[src/rtl/sensor_seq_pkg.sv]
// Shared encodings for the gate-sensor sequence generator: commands, FSM states and the
// {a,b} beam patterns emitted in each phase.
package sensor_seq_pkg;

  localparam logic [1:0] CMD_ENTER      = 2'b00;
  localparam logic [1:0] CMD_EXIT       = 2'b01;
  localparam logic [1:0] CMD_BALK_ENTER = 2'b10;
  localparam logic [1:0] CMD_BALK_EXIT  = 2'b11;

  localparam logic [2:0] IDLE = 3'd0;
  localparam logic [2:0] PH1  = 3'd1;
  localparam logic [2:0] PH2  = 3'd2;
  localparam logic [2:0] PH3  = 3'd3;
  localparam logic [2:0] GAP  = 3'd4;

  localparam logic [1:0] AB_CLEAR = 2'b00;
  localparam logic [1:0] AB_OUTER = 2'b10;
  localparam logic [1:0] AB_INNER = 2'b01;
  localparam logic [1:0] AB_BOTH  = 2'b11;

  // Car coming from the outside blocks a first; balks retreat the way they came.
  function automatic logic [1:0] phase_pattern(input logic [1:0] cmd, input logic [2:0] st);
    logic [1:0] pat;
    pat = AB_CLEAR;
    case (st)
      PH1: pat = (cmd == CMD_ENTER || cmd == CMD_BALK_ENTER) ? AB_OUTER : AB_INNER;
      PH2: pat = AB_BOTH;
      PH3: pat = (cmd == CMD_ENTER || cmd == CMD_BALK_EXIT) ? AB_INNER : AB_OUTER;
      default: pat = AB_CLEAR;
    endcase
    return pat;
  endfunction

endpackage

[src/rtl/sensor_seq_gen_if.sv]
// Command handshake, beam outputs and completion tallies of the sensor sequence generator.
interface sensor_seq_gen_if #(
  parameter int unsigned CNT_W = 8
) ();
  logic             cmd_valid;
  logic [1:0]       cmd;
  logic             cmd_ready;
  logic             a;
  logic             b;
  logic             busy;
  logic             done;
  logic [CNT_W-1:0] enters_sent;
  logic [CNT_W-1:0] exits_sent;

  modport master (
    output cmd_valid, cmd,
    input  cmd_ready, a, b, busy, done, enters_sent, exits_sent
  );

  modport slave (
    input  cmd_valid, cmd,
    output cmd_ready, a, b, busy, done, enters_sent, exits_sent
  );
endinterface

[src/rtl/dwell_timer.sv]
// Loadable down-counter: expired_o is high while the count sits at 1; it never goes below 1.
module dwell_timer #(
  parameter int unsigned W = 3
) (
  input  logic         clk,
  input  logic         reset,
  input  logic         load_i,
  input  logic [W-1:0] load_val_i,
  output logic         expired_o
);

  logic [W-1:0] cnt_q, cnt_d;

  always_comb begin
    cnt_d = cnt_q;
    if (load_i) begin
      cnt_d = load_val_i;
    end else if (cnt_q > W'(1)) begin
      cnt_d = cnt_q - W'(1);
    end
  end

  always_ff @(posedge clk or posedge reset) begin
    if (reset) begin
      cnt_q <= W'(1);
    end else begin
      cnt_q <= cnt_d;
    end
  end

  assign expired_o = (cnt_q == W'(1));

endmodule

[src/rtl/sensor_seq_gen.sv]
// Turns enter/exit/balk commands into timed two-beam sensor waveforms and tallies completed
// enters and exits.
module sensor_seq_gen
  import sensor_seq_pkg::*;
#(
  parameter int unsigned DWELL_CYCLES = 4,
  parameter int unsigned GAP_CYCLES   = 3,
  parameter int unsigned CNT_W        = 8
) (
  input logic             clk,
  input logic             reset,
  sensor_seq_gen_if.slave bus
);

  localparam int unsigned MaxCyc = (DWELL_CYCLES > GAP_CYCLES) ? DWELL_CYCLES : GAP_CYCLES;
  localparam int unsigned TW     = $clog2(MaxCyc + 1);
  localparam logic [TW-1:0] DwellLd = TW'(DWELL_CYCLES);
  localparam logic [TW-1:0] GapLd   = TW'(GAP_CYCLES);

  logic [2:0]       state_q, state_d;
  logic [1:0]       cmd_q, cmd_d;
  logic [1:0]       ab_q, ab_d;
  logic             busy_q, busy_d;
  logic             done_q, done_d;
  logic [CNT_W-1:0] enters_q, enters_d;
  logic [CNT_W-1:0] exits_q, exits_d;
  logic             tmr_load;
  logic [TW-1:0]    tmr_val;
  logic             tmr_exp;
  logic             cmd_ready;
  logic [2:0]       state_inc;

  assign cmd_ready = (state_q == IDLE) && !reset;
  assign state_inc = state_q + 3'd1;

  always_comb begin
    state_d  = state_q;
    cmd_d    = cmd_q;
    ab_d     = ab_q;
    busy_d   = busy_q;
    done_d   = 1'b0;
    enters_d = enters_q;
    exits_d  = exits_q;
    tmr_load = 1'b0;
    tmr_val  = DwellLd;
    case (state_q)
      IDLE: begin
        if (bus.cmd_valid && cmd_ready) begin
          cmd_d    = bus.cmd;
          state_d  = PH1;
          ab_d     = phase_pattern(bus.cmd, PH1);
          busy_d   = 1'b1;
          tmr_load = 1'b1;
        end
      end
      PH1, PH2: begin
        if (tmr_exp) begin
          state_d  = state_inc;
          ab_d     = phase_pattern(cmd_q, state_inc);
          tmr_load = 1'b1;
        end
      end
      PH3: begin
        if (tmr_exp) begin
          state_d  = GAP;
          ab_d     = AB_CLEAR;
          tmr_load = 1'b1;
          tmr_val  = GapLd;
        end
      end
      GAP: begin
        if (tmr_exp) begin
          state_d = IDLE;
          busy_d  = 1'b0;
          done_d  = 1'b1;
          if (cmd_q == CMD_ENTER) enters_d = enters_q + CNT_W'(1);
          if (cmd_q == CMD_EXIT)  exits_d  = exits_q + CNT_W'(1);
        end
      end
      default: begin
        state_d = IDLE;
        ab_d    = AB_CLEAR;
        busy_d  = 1'b0;
      end
    endcase
  end

  always_ff @(posedge clk or posedge reset) begin
    if (reset) begin
      state_q  <= IDLE;
      cmd_q    <= CMD_ENTER;
      ab_q     <= AB_CLEAR;
      busy_q   <= 1'b0;
      done_q   <= 1'b0;
      enters_q <= '0;
      exits_q  <= '0;
    end else begin
      state_q  <= state_d;
      cmd_q    <= cmd_d;
      ab_q     <= ab_d;
      busy_q   <= busy_d;
      done_q   <= done_d;
      enters_q <= enters_d;
      exits_q  <= exits_d;
    end
  end

  dwell_timer #(
    .W (TW)
  ) u_dwell_timer (
    .clk        (clk),
    .reset      (reset),
    .load_i     (tmr_load),
    .load_val_i (tmr_val),
    .expired_o  (tmr_exp)
  );

  assign bus.cmd_ready   = cmd_ready;
  assign bus.a           = ab_q[1];
  assign bus.b           = ab_q[0];
  assign bus.busy        = busy_q;
  assign bus.done        = done_q;
  assign bus.enters_sent = enters_q;
  assign bus.exits_sent  = exits_q;

endmodule

[src/flat_wrapper.sv]
// flat-port wrapper written by rule: the top's interface ports become plain ports
module sensor_seq_gen_flat import sensor_seq_pkg::*;
#(
  parameter int unsigned DWELL_CYCLES = 4,
  parameter int unsigned GAP_CYCLES   = 3,
  parameter int unsigned CNT_W        = 8
)
  (clk, reset, bus_cmd_valid, bus_cmd, bus_cmd_ready, bus_a, bus_b, bus_busy, bus_done, bus_enters_sent, bus_exits_sent);
  sensor_seq_gen_if #(.CNT_W(CNT_W)) bus_i ();
  input logic clk;
  input logic reset;
  input wire logic [$bits(bus_i.cmd_valid)-1:0] bus_cmd_valid;
  input wire logic [$bits(bus_i.cmd)-1:0] bus_cmd;
  output wire logic [$bits(bus_i.cmd_ready)-1:0] bus_cmd_ready;
  output wire logic [$bits(bus_i.a)-1:0] bus_a;
  output wire logic [$bits(bus_i.b)-1:0] bus_b;
  output wire logic [$bits(bus_i.busy)-1:0] bus_busy;
  output wire logic [$bits(bus_i.done)-1:0] bus_done;
  output wire logic [$bits(bus_i.enters_sent)-1:0] bus_enters_sent;
  output wire logic [$bits(bus_i.exits_sent)-1:0] bus_exits_sent;
  assign bus_i.cmd_valid = bus_cmd_valid;
  assign bus_i.cmd = bus_cmd;
  assign bus_cmd_ready = bus_i.cmd_ready;
  assign bus_a = bus_i.a;
  assign bus_b = bus_i.b;
  assign bus_busy = bus_i.busy;
  assign bus_done = bus_i.done;
  assign bus_enters_sent = bus_i.enters_sent;
  assign bus_exits_sent = bus_i.exits_sent;
  sensor_seq_gen #(.DWELL_CYCLES(DWELL_CYCLES), .GAP_CYCLES(GAP_CYCLES), .CNT_W(CNT_W)) u_core (.clk(clk), .reset(reset), .bus(bus_i));
endmodule
[config.mk]
export PLATFORM = sky130hd
export DESIGN_NAME = sensor_seq_gen_flat
export DESIGN_NICKNAME = d
export VERILOG_FILES = /design/src/rtl/sensor_seq_pkg.sv /design/src/rtl/sensor_seq_gen_if.sv /design/src/rtl/dwell_timer.sv /design/src/rtl/sensor_seq_gen.sv /design/src/flat_wrapper.sv
export SDC_FILE = /design/constraint.sdc
export NUM_CORES = 1
export LEC_CHECK = 0
export BUFFER_PORTS_ARGS = -buffer_cell sky130_fd_sc_hd__buf_2
export CORE_MARGIN = 3
export CORE_UTILIZATION = 45
export DETAILED_ROUTE_END_ITERATION = 6
export PLACE_DENSITY = 0.66
export SYNTH_ARGS = -nofsm -noshare
export SYNTH_HDL_FRONTEND = slang
export SYNTH_SLANG_ARGS = --single-unit
[constraint.sdc]
create_clock -name clk -period 2.5 [get_ports clk]
set_clock_uncertainty 0.15 [all_clocks]
set_input_delay 0.125 -clock clk [delete_from_list [all_inputs] [get_ports clk]]
set_output_delay 0.125 -clock clk [all_outputs]
set_load 0.05 [all_outputs]
==> summary.md, run 1 <==
| Metric | Value |
|---|---|
| Run status | complete, no violations |
| Power per unit of standard cell area | ~370 mW/mm2 |
| Antenna violations before repair | 0 |
| Post-Syn Instances | ~150 |
| Startpoint class of the critical path | flop |
| CP arrival | 2190 ps |
| Unrepaired setup endpoints after global routing | no |
| Vias | between 1000 and 1500 |
| Combined area of all synthesized cells | 0.00158 mm2 |
| Rows | 20 |
| Min Tclk post-route | between 2000 and 2500 ps |
| Maximum clock path buffer count | 2 |
| Most used flip-flop cell after synthesis | sky130_fd_sc_hd__dfrtp_1 |
| Number of enable-type register cells in the synthesized netlist | 0 |
| Slew headroom | between 70% and 80% |
| Routability-driven placement congestion ratio | between 0.8 and 0.9 |
| Share of Yosys cell area claimed by the top area cell type | between 40% and 50% |
| Flops & latches, synth | 28 |
| Maximum VDD drop | about 270 uV |
| Remaining design rule violation count | 0 |
| Pin count of the biggest net entering global routing | 23 |
| Top fanout value on the critical path | 9 |
| Full die area | ~0.0043 mm2 |
| Quantity of gates resized following cts | 0 |
| Worst EP required | between 2000 and 3000 ps |
| Critical Path Sink Type | flop |
| Total negative slack | 0 ps |
| GRT Residual Overflow | 0 |
| Pins Over Slew Limit | 0 |
| # IOs | 26 |
| Period utilisation layout | 84.6% |
| Share of the core filled with cells in the final layout | between 50 and 60% |
| Number of unique standard cell types used by synthesis | 42 |
| Synth warnings | 0 |
| Horizontal die dimension | ~65 um |
| Number of sinks driven by the clock tree | 28 |
| Wire per inst | around 13 um |
| Relative area change from synthesis to final layout | 14.6% |
| Number of H-tree branching levels | 1 |
| Power consumption | 666 uW |
| Max_cap viols | 0 |
| Final Hold Vio Count | 0 |
| Number of buffers created by CTS | 3 |
| Starting density of the core | ~49% |
| Highest Clock Rate | approximately 470 MHz |
| Total iterations of the first detailed-routing run | 4 |
| Ratio of routed vias to standard cells | between 5 and 6 |
| Wire length of the first global-routing pass | roughly 5 mm |
| Violation count after the first detailed-route iteration | 46 |
| Number of filler instances in the final layout | a little over 300 |
| Most frequent cell after synthesis | sky130_fd_sc_hd__dfrtp_1 |
| Proportion of synthesized flip-flops having asynchronous set or reset | 100% |
| Worst min-delay path category | in2async |
| Top cells by instance count after synthesis | sky130_fd_sc_hd__dfrtp_1 (27), sky130_fd_sc_hd__inv_1 (15), sky130_fd_sc_hd__ha_1 (13) |
| Total number of nets in the final design | between 150 and 200 |
| Category of the critical setup timing path | reg2reg |
| Global-route usage over all layers | between 15 and 20% |
| Estimated wirelength of the detail-placed design | between 2 and 2.5 mm |
| Pin slew with the least headroom to its limit | 351 ps |
| Count of endpoints failing setup in the final report | 0 |
| Diodes inserted | 0 |
| Number of port buffers | 25 |
| Core outline area | approximately 0.0032 mm2 |
| Layout cells sized above 1 | 25.7% |
| Most area-hungry cell type in the Yosys netlist | sky130_fd_sc_hd__dfrtp_1 |
| Antenna Violating Nets Remaining | 0 |
| Root cell of the clock tree | sky130_fd_sc_hd__clkbuf_4 |
| Seq/Total Area, Yosys | between 40% and 50% |
| Post-synth net total | about 170 |
| Area contributors post-synth | sky130_fd_sc_hd__dfrtp_1 (43%), sky130_fd_sc_hd__ha_1 (10%), sky130_fd_sc_hd__xnor2_1 (6.1%) |
| Clock slew at reported path FFs | ~150 ps |
| Post-synthesis area per instance | about 11 um2 |
| Static leakage power | a little under 1 nW |
| Vias in the first global route | roughly 1200 |
| Clock latency on the worst-skew pair | 330 ps |
| Overall die height | approximately 65 um |
| Total length of routed wires | around 2.9 mm |
| Clock tree from TritonCTS | yes |
## final cells by class
class                   instances  area, um2  area share (%)
multi-input cells             102        800            44.2
flip-flops and latches         28        702            38.8
repair buffers                 30        170            9.41
inverters                      15       56.3            3.11
well taps                      44       55.1            3.04
clock buffers                   4       26.3            1.45
## cell families (layout without fill, tap and decap cells)
| group | count (synthesis) | after routing | share of synthesized area, % |
|---|---|---|---|
| compound gates | 24 | 24 | 9.83 |
| xor+xnor | 14 | 14 | 7.77 |
| fa+ha+maj | 13 | 13 | 10.3 |
| buf+inv | 18 | 49 | 4.91 |
| flops | 28 | 28 | 44.5 |
| mux | 9 | 9 | 6.89 |
| simple gates | 42 | 42 | 15.8 |
## worst paths after layout
kind                                                            start                               endpoint  slack [ps]  cells after the start
worst max-delay path                    u_core.state_q[0]$_DFFE_PP0P_  u_core.bus.enters_sent[1]$_DFFE_PP0P_         390                      5
worst min-delay path                                            reset          u_core.state_q[0]$_DFFE_PP0P_         140                      3
worst max register to register          u_core.state_q[0]$_DFFE_PP0P_  u_core.bus.enters_sent[1]$_DFFE_PP0P_         390                      5
worst min register to register  u_core.bus.enters_sent[7]$_DFFE_PP0P_  u_core.bus.enters_sent[7]$_DFFE_PP0P_         330                      1
max in group asynchronous                                       reset  u_core.bus.enters_sent[4]$_DFFE_PP0P_        1470                      4
min in group clk                                        bus_cmd_valid            u_core.cmd_q[0]$_DFFE_PP0N_         190                      5
## stage by stage
step                worst slack, ps  instances  hold WS, ps  cell area (um2)
floorplan                       646        148         39.7             1580
global placement                483        216        -38.2             1750
detailed placement              405        216        -37.6             1750
CTS                             384        223          142             1810
global route                    244        223          179             1810
finish                          386        223          141             1810
## cells in the final DEF (no fill, tap or decap), types with 2 or more instances in the layout
master	n
sky130_fd_sc_hd__dfrtp_1	27
sky130_fd_sc_hd__buf_2	25
sky130_fd_sc_hd__inv_1	15
sky130_fd_sc_hd__ha_1	13
sky130_fd_sc_hd__xnor2_1	11
sky130_fd_sc_hd__nand2_1	10
sky130_fd_sc_hd__o21ai_0	6
sky130_fd_sc_hd__nor2_1	6
sky130_fd_sc_hd__a21oi_1	6
sky130_fd_sc_hd__nand3_1	5
sky130_fd_sc_hd__and2_1	3
sky130_fd_sc_hd__nand4_1	3
sky130_fd_sc_hd__xor2_1	3
sky130_fd_sc_hd__mux2_4	3
sky130_fd_sc_hd__mux2i_1	3
sky130_fd_sc_hd__clkbuf_4	3
sky130_fd_sc_hd__dlygate4sd3_1	3
sky130_fd_sc_hd__nor2_2	2
sky130_fd_sc_hd__mux2_2	2
sky130_fd_sc_hd__and4_1	2
sky130_fd_sc_hd__o21ai_2	2
sky130_fd_sc_hd__a22oi_1	2
sky130_fd_sc_hd__buf_4	2
## state kept, by name, indices dropped and copies added, names as in the netlist
signal	cells
u_core.bus.enters_sent	8
u_core.bus.exits_sent	8
u_core.state_q	3
u_core.u_dwell_timer.cnt_q	3
u_core.ab_q	2
u_core.cmd_q	2
u_core.bus.busy	1
u_core.bus.done	1
## repair_timing
item                                   in CTS  in global routing
hold buffers                                3                  0
endpoints found under the hold margin      30                  0
buffers inserted                            0                  0
## worst max-delay path, cell delays in order (launching register included)
cell and delay, ps:
sky130_fd_sc_hd__dfrtp_1 440, sky130_fd_sc_hd__inv_1 120, sky130_fd_sc_hd__ha_1 350, sky130_fd_sc_hd__nand4b_2 230
sky130_fd_sc_hd__nor2_1 330, sky130_fd_sc_hd__mux2_2 380
## power by group
group	total, mW	switching [mW]	internal [mW]
clock	0.192	0.130	0.0626
sequential	0.453	0	0.453
combinational	0.0205	0.0125	0.00800
total	0.666	0.142	0.524
## per-layer routing
layer	wire length [um]	GRT usage, %	vias up	share of wire (%)
met5	0	0	-	0
met4	56	6.99	0	1.9
met3	74	2.91	6	2.5
met2	1470	25.8	17	50
met1	1340	18.8	581	46
li1	-	-	570	-
Power figures use the tool's default switching activity.
==> run 2: changes to the inputs <==
PLACE_DENSITY = 0.69   (was 0.66)
clock period = 1.7 ns   (was 2.5 ns; I/O delays follow)
==> summary.md, run 2 (synthesis results as in run 1) <==
| Metric | Value |
|---|---|
| Run status | finished with violations (was complete, no violations) |
| Violations in the final reports | negative setup slack |
| Clock tree from TritonCTS | yes (unchanged) |
| Number of cell instances on the worst register-to-register path | 6 (was 5) |
| Wire per inst | 15.0 um (was 13.2 um) |
| Layout cells sized above 1 | 50.0% (was 25.7%) |
| Maximum VDD drop | 317 uV (was 268 uV) |
| Critical Path Sink Type | flop (unchanged) |
| Total iterations of the first detailed-routing run | 5 (was 4) |
| Power per unit of standard cell area | 503 mW/mm2 (was 368 mW/mm2) |
| Area post-placement | 0.00192 mm2 (was 0.00175 mm2) |
| Global-route usage over all layers | 17.6% (was 15.3%) |
| Number of H-tree branching levels | 1 (unchanged) |
| Number of filler instances in the final layout | 236 (was 308) |
| Reg-to-Reg Start | u_core.state_q[0]$_DFFE_PP0P_ (unchanged) |
| Estimated wirelength of the detail-placed design | 2.45 mm (was 2.26 mm) |
| Diodes inserted | 0 (unchanged) |
| Overall die height | 65.2 um (unchanged) |
| Antenna Violating Nets Remaining | 0 (unchanged) |
| Most common cell after layout, fill and taps aside | sky130_fd_sc_hd__dfrtp_1 (unchanged) |
| Count of endpoints failing setup in the final report | 21 (was 0) |
| Slowest-stage cell, CP | sky130_fd_sc_hd__dfrtp_2 (was sky130_fd_sc_hd__dfrtp_1) |
| Power consumption | 1.15 mW (was 666 uW) |
| Clock slew at reported path FFs | 160 ps (was 150 ps) |
| Total length of routed wires | 3.66 mm (was 2.94 mm) |
| Worst min-delay path category | in2async (unchanged) |
| Vias | 1301 (was 1174) |
| Endpoint of the most critical register-to-register path | u_core.bus.busy$_DFFE_PP0P_ (was u_core.bus.enters_sent[1]$_DFFE_PP0P_) |
| Number of buffers created by CTS | 3 (unchanged) |
| Period utilisation layout | 107% (was 84.6%) |
| Unrepaired setup endpoints after global routing | yes (was no) |
| Max_cap viols | 0 (unchanged) |
| Slew headroom | 77.9% (was 76.3%) |
| Min Tclk post-route | 1820 ps (was 2110 ps) |
| Vias in the first global route | 1276 (was 1165) |
| Horizontal die dimension | 65.2 um (unchanged) |
| Root cell of the clock tree | sky130_fd_sc_hd__clkbuf_4 (unchanged) |
| Cell-by-cell trace of the critical path | buf_6 -> ha_2 -> ha_4 -> nor2_4 -> and2_4 -> mux2_4 (was inv_1 -> ha_1 -> nand4b_2 -> nor2_1 -> mux2_2) |
| CP arrival | 1920 ps (was 2190 ps) |
| Final standard cell area without fillers | 0.00229 mm2 (was 0.00181 mm2) |
| Starting density of the core | 49.3% (unchanged) |
| Clock latency on the worst-skew pair | 340 ps (was 330 ps) |
| Startpoint class of the critical path | flop (unchanged) |
| Routability-driven placement congestion ratio | 0.862 (was 0.802) |
| Internal reg-to-reg setup slack | -120 ps (was 390 ps) |
| Static leakage power | 1.16 nW (was 0.967 nW) |
| Top fanout value on the critical path | 4 (was 9) |
| Pins Over Slew Limit | 0 (unchanged) |
| Pin slew with the least headroom to its limit | 329 ps (was 351 ps) |
| Ratio of routed vias to standard cells | 5.33 (was 5.26) |
| Final Hold Vio Count | 0 (unchanged) |
| Pin count of the biggest net entering global routing | 17 (was 23) |
| # IOs | 26 (unchanged) |
| Post-placement setup slack | -125 ps (was 405 ps) |
| Core outline area | 0.00320 mm2 (unchanged) |
| Total number of nets in the final design | 219 (was 198) |
| GRT Residual Overflow | 0 (unchanged) |
| Worst EP required | 1800 ps (was 2570 ps) |
| Full die area | 0.00426 mm2 (unchanged) |
| Stage delay of the slowest cell on the critical path | 500 ps (was 440 ps) |
| Remaining design rule violation count | 0 (unchanged) |
| Number of port buffers | 25 (unchanged) |
| Category of the critical setup timing path | reg2reg (unchanged) |
| Post-route non-filler standard cell count | 244 (was 223) |
| Wire length of the first global-routing pass | 5.87 mm (was 5.04 mm) |
| Highest Clock Rate | 548 MHz (was 473 MHz) |
| Top library cells by usage in the layout, fill and taps aside | sky130_fd_sc_hd__dfrtp_1 (25), sky130_fd_sc_hd__buf_2 (24), sky130_fd_sc_hd__buf_4 (16), sky130_fd_sc_hd__inv_1 (13), sky130_fd_sc_hd__xnor2_1 (10) (was sky130_fd_sc_hd__dfrtp_1 (27), sky130_fd_sc_hd__buf_2 (25), sky130_fd_sc_hd__inv_1 (15), sky130_fd_sc_hd__ha_1 (13), sky130_fd_sc_hd__xnor2_1 (11)) |
| Maximum clock path buffer count | 2 (unchanged) |
| Number of sinks driven by the clock tree | 28 (unchanged) |
| Post-placement cell count | 229 (was 216) |
| Fin worst setup slack | -124 ps (was 386 ps) |
| Violation count after the first detailed-route iteration | 35 (was 46) |
| Relative area change from synthesis to final layout | 44.9% (was 14.6%) |
| Rows | 20 (unchanged) |
| Antenna violations before repair | 0 (unchanged) |
run 2: area by class of cell:
class,instances,area (um2),area share [%]
Clock inverter,1,30.0,1.31
Timing Repair Buffer,51,364,15.9
Tap cell,44,55.1,2.41
Inverter,15,61.3,2.68
Sequential cell,28,704,30.8
Clock buffer,3,22.5,0.984
Multi-Input combinational cell,102,1050,45.9
run 2: worst max path at each step:
stage                                              start                                        end  cells after the start
2_1_floorplan              u_core.state_q[0]$_DFFE_PP0P_  u_core.u_dwell_timer.cnt_q[0]$_DFFE_PP1P_                      8
3_3_place_gp   u_core.u_dwell_timer.cnt_q[0]$_DFFE_PP1P_      u_core.bus.enters_sent[5]$_DFFE_PP0P_                      5
3_5_place_dp               u_core.state_q[0]$_DFFE_PP0P_                u_core.bus.busy$_DFFE_PP0P_                      6
4_1_cts                    u_core.state_q[0]$_DFFE_PP0P_                              bus_cmd_ready                      6
5_1_grt                    u_core.state_q[1]$_DFFE_PP0P_      u_core.bus.enters_sent[5]$_DFFE_PP0P_                      6
6_report                   u_core.state_q[0]$_DFFE_PP0P_                u_core.bus.busy$_DFFE_PP0P_                      6
run 2: through the flow:
step                      utilization, %  hold WS (ps)  setup TNS [ps]
after floorplan                        -        -0.328           -20.3
after global placement              60.1        -0.768            -111
after detailed placement            60.1          5.52            -538
after CTS                           67.0           186            -772
after global routing                71.4           222           -3120
final                               71.4           200           -1190
run 2: what timing repair did:
item | in CTS | in global routing
hold buffers | 3 | 0
gates resized for setup | 27 | 24
setup buffers | 5 | 3
setup endpoints to repair | 15 | 27
pin swaps | 12 | 10
cloned | 0 | 0
hold endpoints to repair | 31 | 0
run 2: worst max-delay path, delay by kind of cell (launching register included):
kind          cells  cell delay (ps)
simple gates      2              280
fa+ha+maj         2              370
mux               1              290
buf+inv           1              140
flops             1              500
run 2: report_power, final:
part | leakage [nW] | switching [mW] | internal [mW]
clock | 0.0279 | 0.211 | 0.239
sequential | 0.370 | 0 | 0.666
combinational | 0.761 | 0.0209 | 0.0141
total | 1.16 | 0.232 | 0.920
run 2: routing by layer:
metal  GRT usage, %  vias up  wire, um
met3           2.39       11       137
met1           21.2      640      1520
li1               -      612         -
met2           31.7       38      1920
met5              0        -         0
met4           6.48        0        88
==> run 3: changes to the inputs <==
==> constraint.sdc (replaced) <==
create_clock -name clk -period 1.7 [get_ports clk]
set_clock_uncertainty 0.15 [all_clocks]
set_input_delay 0.255 -clock clk [delete_from_list [all_inputs] [get_ports clk]]
set_output_delay 0.255 -clock clk [all_outputs]
set_load 0.05 [all_outputs]
==> summary.md, run 3 (synthesis results as in run 1) <==
| Metric | Value |
|---|---|
| Min Tclk post-route | 1860 ps (was 1820 ps) |
| Buffers and inverters on the worst path | 2 (was 1) |
| Wire length of the first global-routing pass | 6.43 mm (was 5.87 mm) |
| Antenna violations before repair | 0 (unchanged) |
| Max_cap viols | 0 (unchanged) |
| Pin count of the biggest net entering global routing | 29 (was 17) |
| Clock slew at reported path FFs | 160 ps (about the same) |
| Number of filler instances in the final layout | 217 (was 236) |
| Number of H-tree branching levels | 1 (unchanged) |
| Critical Path Sink Type | flop (unchanged) |
| Number of sinks driven by the clock tree | 28 (unchanged) |
| Remaining design rule violation count | 0 (unchanged) |
| Stage delay of the slowest cell on the critical path | 420 ps (was 500 ps) |
| Clock latency on the worst-skew pair | 330 ps (was 340 ps) |
| Period utilisation layout | 109% (was 107%) |
| Most common cell after layout, fill and taps aside | sky130_fd_sc_hd__dfrtp_1 (unchanged) |
| Number of port buffers | 25 (unchanged) |
| Antenna Violating Nets Remaining | 0 (unchanged) |
| Overall die height | 65.2 um (unchanged) |
| Maximum clock path buffer count | 2 (unchanged) |
| Slowest-stage cell, CP | sky130_fd_sc_hd__dfrtp_1 (was sky130_fd_sc_hd__dfrtp_2) |
| Root cell of the clock tree | sky130_fd_sc_hd__clkbuf_4 (unchanged) |
| Top fanout value on the critical path | 4 (unchanged) |
| Clock tree from TritonCTS | yes (unchanged) |
| Starting density of the core | 49.3% (unchanged) |
| GRT Residual Overflow | 0 (unchanged) |
| Power per unit of standard cell area | 478 mW/mm2 (was 503 mW/mm2) |
| Total number of nets in the final design | 229 (was 219) |
| Number of buffers created by CTS | 3 (unchanged) |
| Worst min-delay path category | in2reg (was in2async) |
| Category of the critical setup timing path | reg2reg (unchanged) |
| Startpoint class of the critical path | flop (unchanged) |
| CP arrival | 1950 ps (was 1920 ps) |
| Violation count after the first detailed-route iteration | 49 (was 35) |
| Rows | 20 (unchanged) |
| Largest delay contributor family on the critical path | flip-flops (unchanged) |
| Unrepaired setup endpoints after global routing | yes (unchanged) |
| Power consumption | 1.14 mW (was 1.15 mW) |
| Total iterations of the first detailed-routing run | 4 (was 5) |
| Total length of routed wires | 4.19 mm (was 3.66 mm) |
| Maximum VDD drop | 785 uV (was 317 uV) |
| Internal reg-to-reg setup slack | -160 ps (was -120 ps) |
| Total negative slack | -1780 ps (was -1190 ps) |
| # IOs | 26 (unchanged) |
| Core outline area | 0.00320 mm2 (unchanged) |
| Vias | 1363 (was 1301) |
| Cell-by-cell trace of the critical path | inv_2 -> buf_6 -> ha_4 -> o21ba_4 -> nor2_4 -> and2_4 -> mux2_4 (was buf_6 -> ha_2 -> ha_4 -> nor2_4 -> and2_4 -> mux2_4) |
| Diodes inserted | 0 (unchanged) |
| Run status | finished with violations (unchanged) |
| Wire per inst | 16.5 um (was 15.0 um) |
| Ratio of routed vias to standard cells | 5.37 (was 5.33) |
| Final Hold Vio Count | 0 (unchanged) |
| Static leakage power | 1.23 nW (was 1.16 nW) |
| Relative area change from synthesis to final layout | 51.2% (was 44.9%) |
| Fin worst setup slack | -157 ps (was -124 ps) |
| Horizontal die dimension | 65.2 um (unchanged) |
| Worst EP required | 1790 ps (was 1800 ps) |
| Routability-driven placement congestion ratio | 0.840 (was 0.862) |
| Vias in the first global route | 1429 (was 1276) |
| Highest Clock Rate | 539 MHz (was 548 MHz) |
| Pin slew with the least headroom to its limit | 361 ps (was 329 ps) |
| Layout cells sized above 1 | 52.9% (was 50.0%) |
| Full die area | 0.00426 mm2 (unchanged) |
| Top library cells by usage in the layout, fill and taps aside | sky130_fd_sc_hd__dfrtp_1 (26), sky130_fd_sc_hd__buf_2 (24), sky130_fd_sc_hd__buf_4 (21), sky130_fd_sc_hd__inv_1 (13), sky130_fd_sc_hd__buf_6 (12) (was sky130_fd_sc_hd__dfrtp_1 (25), sky130_fd_sc_hd__buf_2 (24), sky130_fd_sc_hd__buf_4 (16), sky130_fd_sc_hd__inv_1 (13), sky130_fd_sc_hd__xnor2_1 (10)) |
| Slew headroom | 75.9% (was 77.9%) |
| Pins Over Slew Limit | 0 (unchanged) |
| Estimated wirelength of the detail-placed design | 2.47 mm (was 2.45 mm) |
| Global-route usage over all layers | 19.5% (was 17.6%) |
| Count of endpoints failing setup in the final report | 23 (was 21) |
| Violations in the final reports | negative setup slack (unchanged) |
==> run 3: cell types whose count changed in the layout (fill, tap and decap cells not counted), sizes merged <==
cell,change
buf,+11
dlygate4sd3,-1
==> run 3: area by class of cell <==
type | instances | area [um2] | share of cell area, %
clock inverter | 1 | 30.0 | 1.26
multi-input combinational | 102 | 1050 | 44.1
inverter | 15 | 56.3 | 2.36
sequential | 28 | 703 | 29.5
clock buffer | 3 | 22.5 | 0.943
tap | 44 | 55.1 | 2.31
timing repair buffer | 61 | 468 | 19.6
==> run 3: worst reg2reg max path: stages, from the launching register on <==
cell and delay, ps:
sky130_fd_sc_hd__dfrtp_1 420, sky130_fd_sc_hd__inv_2 70, sky130_fd_sc_hd__buf_6 120, sky130_fd_sc_hd__ha_4 160, sky130_fd_sc_hd__o21ba_4 230, sky130_fd_sc_hd__nor2_4 140, sky130_fd_sc_hd__and2_4 160, sky130_fd_sc_hd__mux2_4 300
==> run 3: worst paths after layout <==
path                            cells after the start                                  from                                   endpoint
worst min register to register                      1  u_core.bus.exits_sent[7]$_DFFE_PP0P_       u_core.bus.exits_sent[7]$_DFFE_PP0P_
worst max-delay path                                7         u_core.state_q[1]$_DFFE_PP0P_                u_core.bus.busy$_DFFE_PP0P_
min in group asynchronous                           4                                 reset                u_core.bus.busy$_DFFE_PP0P_
worst min-delay path                                3                            bus_cmd[0]                u_core.cmd_q[0]$_DFFE_PP0N_
worst max register to register                      7         u_core.state_q[1]$_DFFE_PP0P_                u_core.bus.busy$_DFFE_PP0P_
max in group asynchronous                           4                                 reset  u_core.u_dwell_timer.cnt_q[0]$_DFFE_PP1P_
==> run 3: metrics by stage <==
step,instances,setup WS [ps],util [%],hold WS [ps],area (um2)
after floorplan,148,-8.34,-,170,1660
after global placement,230,-40.9,60.4,231,1930
after detailed placement,230,-130,60.4,236,1930
after CTS,251,-140,70.8,23.9,2270
after global routing,254,-219,74.5,11.5,2390
final,254,-157,74.5,22.8,2390
==> run 3: repair_timing <==
action | in CTS | in global routing
resized for setup | 33 | 20
hold endpoints to repair | 28 | 0
setup endpoints to repair | 19 | 27
hold buffers | 2 | 0
setup buffers | 15 | 3
pin swaps | 18 | 17
==> run 3: power by group <==
part,leakage [nW],internal [mW],switching (mW)
combinational,0.835,0.0112,0.0213
clock,0.0279,0.239,0.204
sequential,0.370,0.666,0
==> run 3: metal layers <==
metal | up-vias | part of all wire (%) | global-route usage (%)
met2 | 39 | 55 | 35.9
met1 | 679 | 38 | 21.4
li1 | 631 | - | -
met3 | 14 | 4.0 | 4.62
met5 | - | 0 | 0
met4 | 0 | 3.5 | 7.77
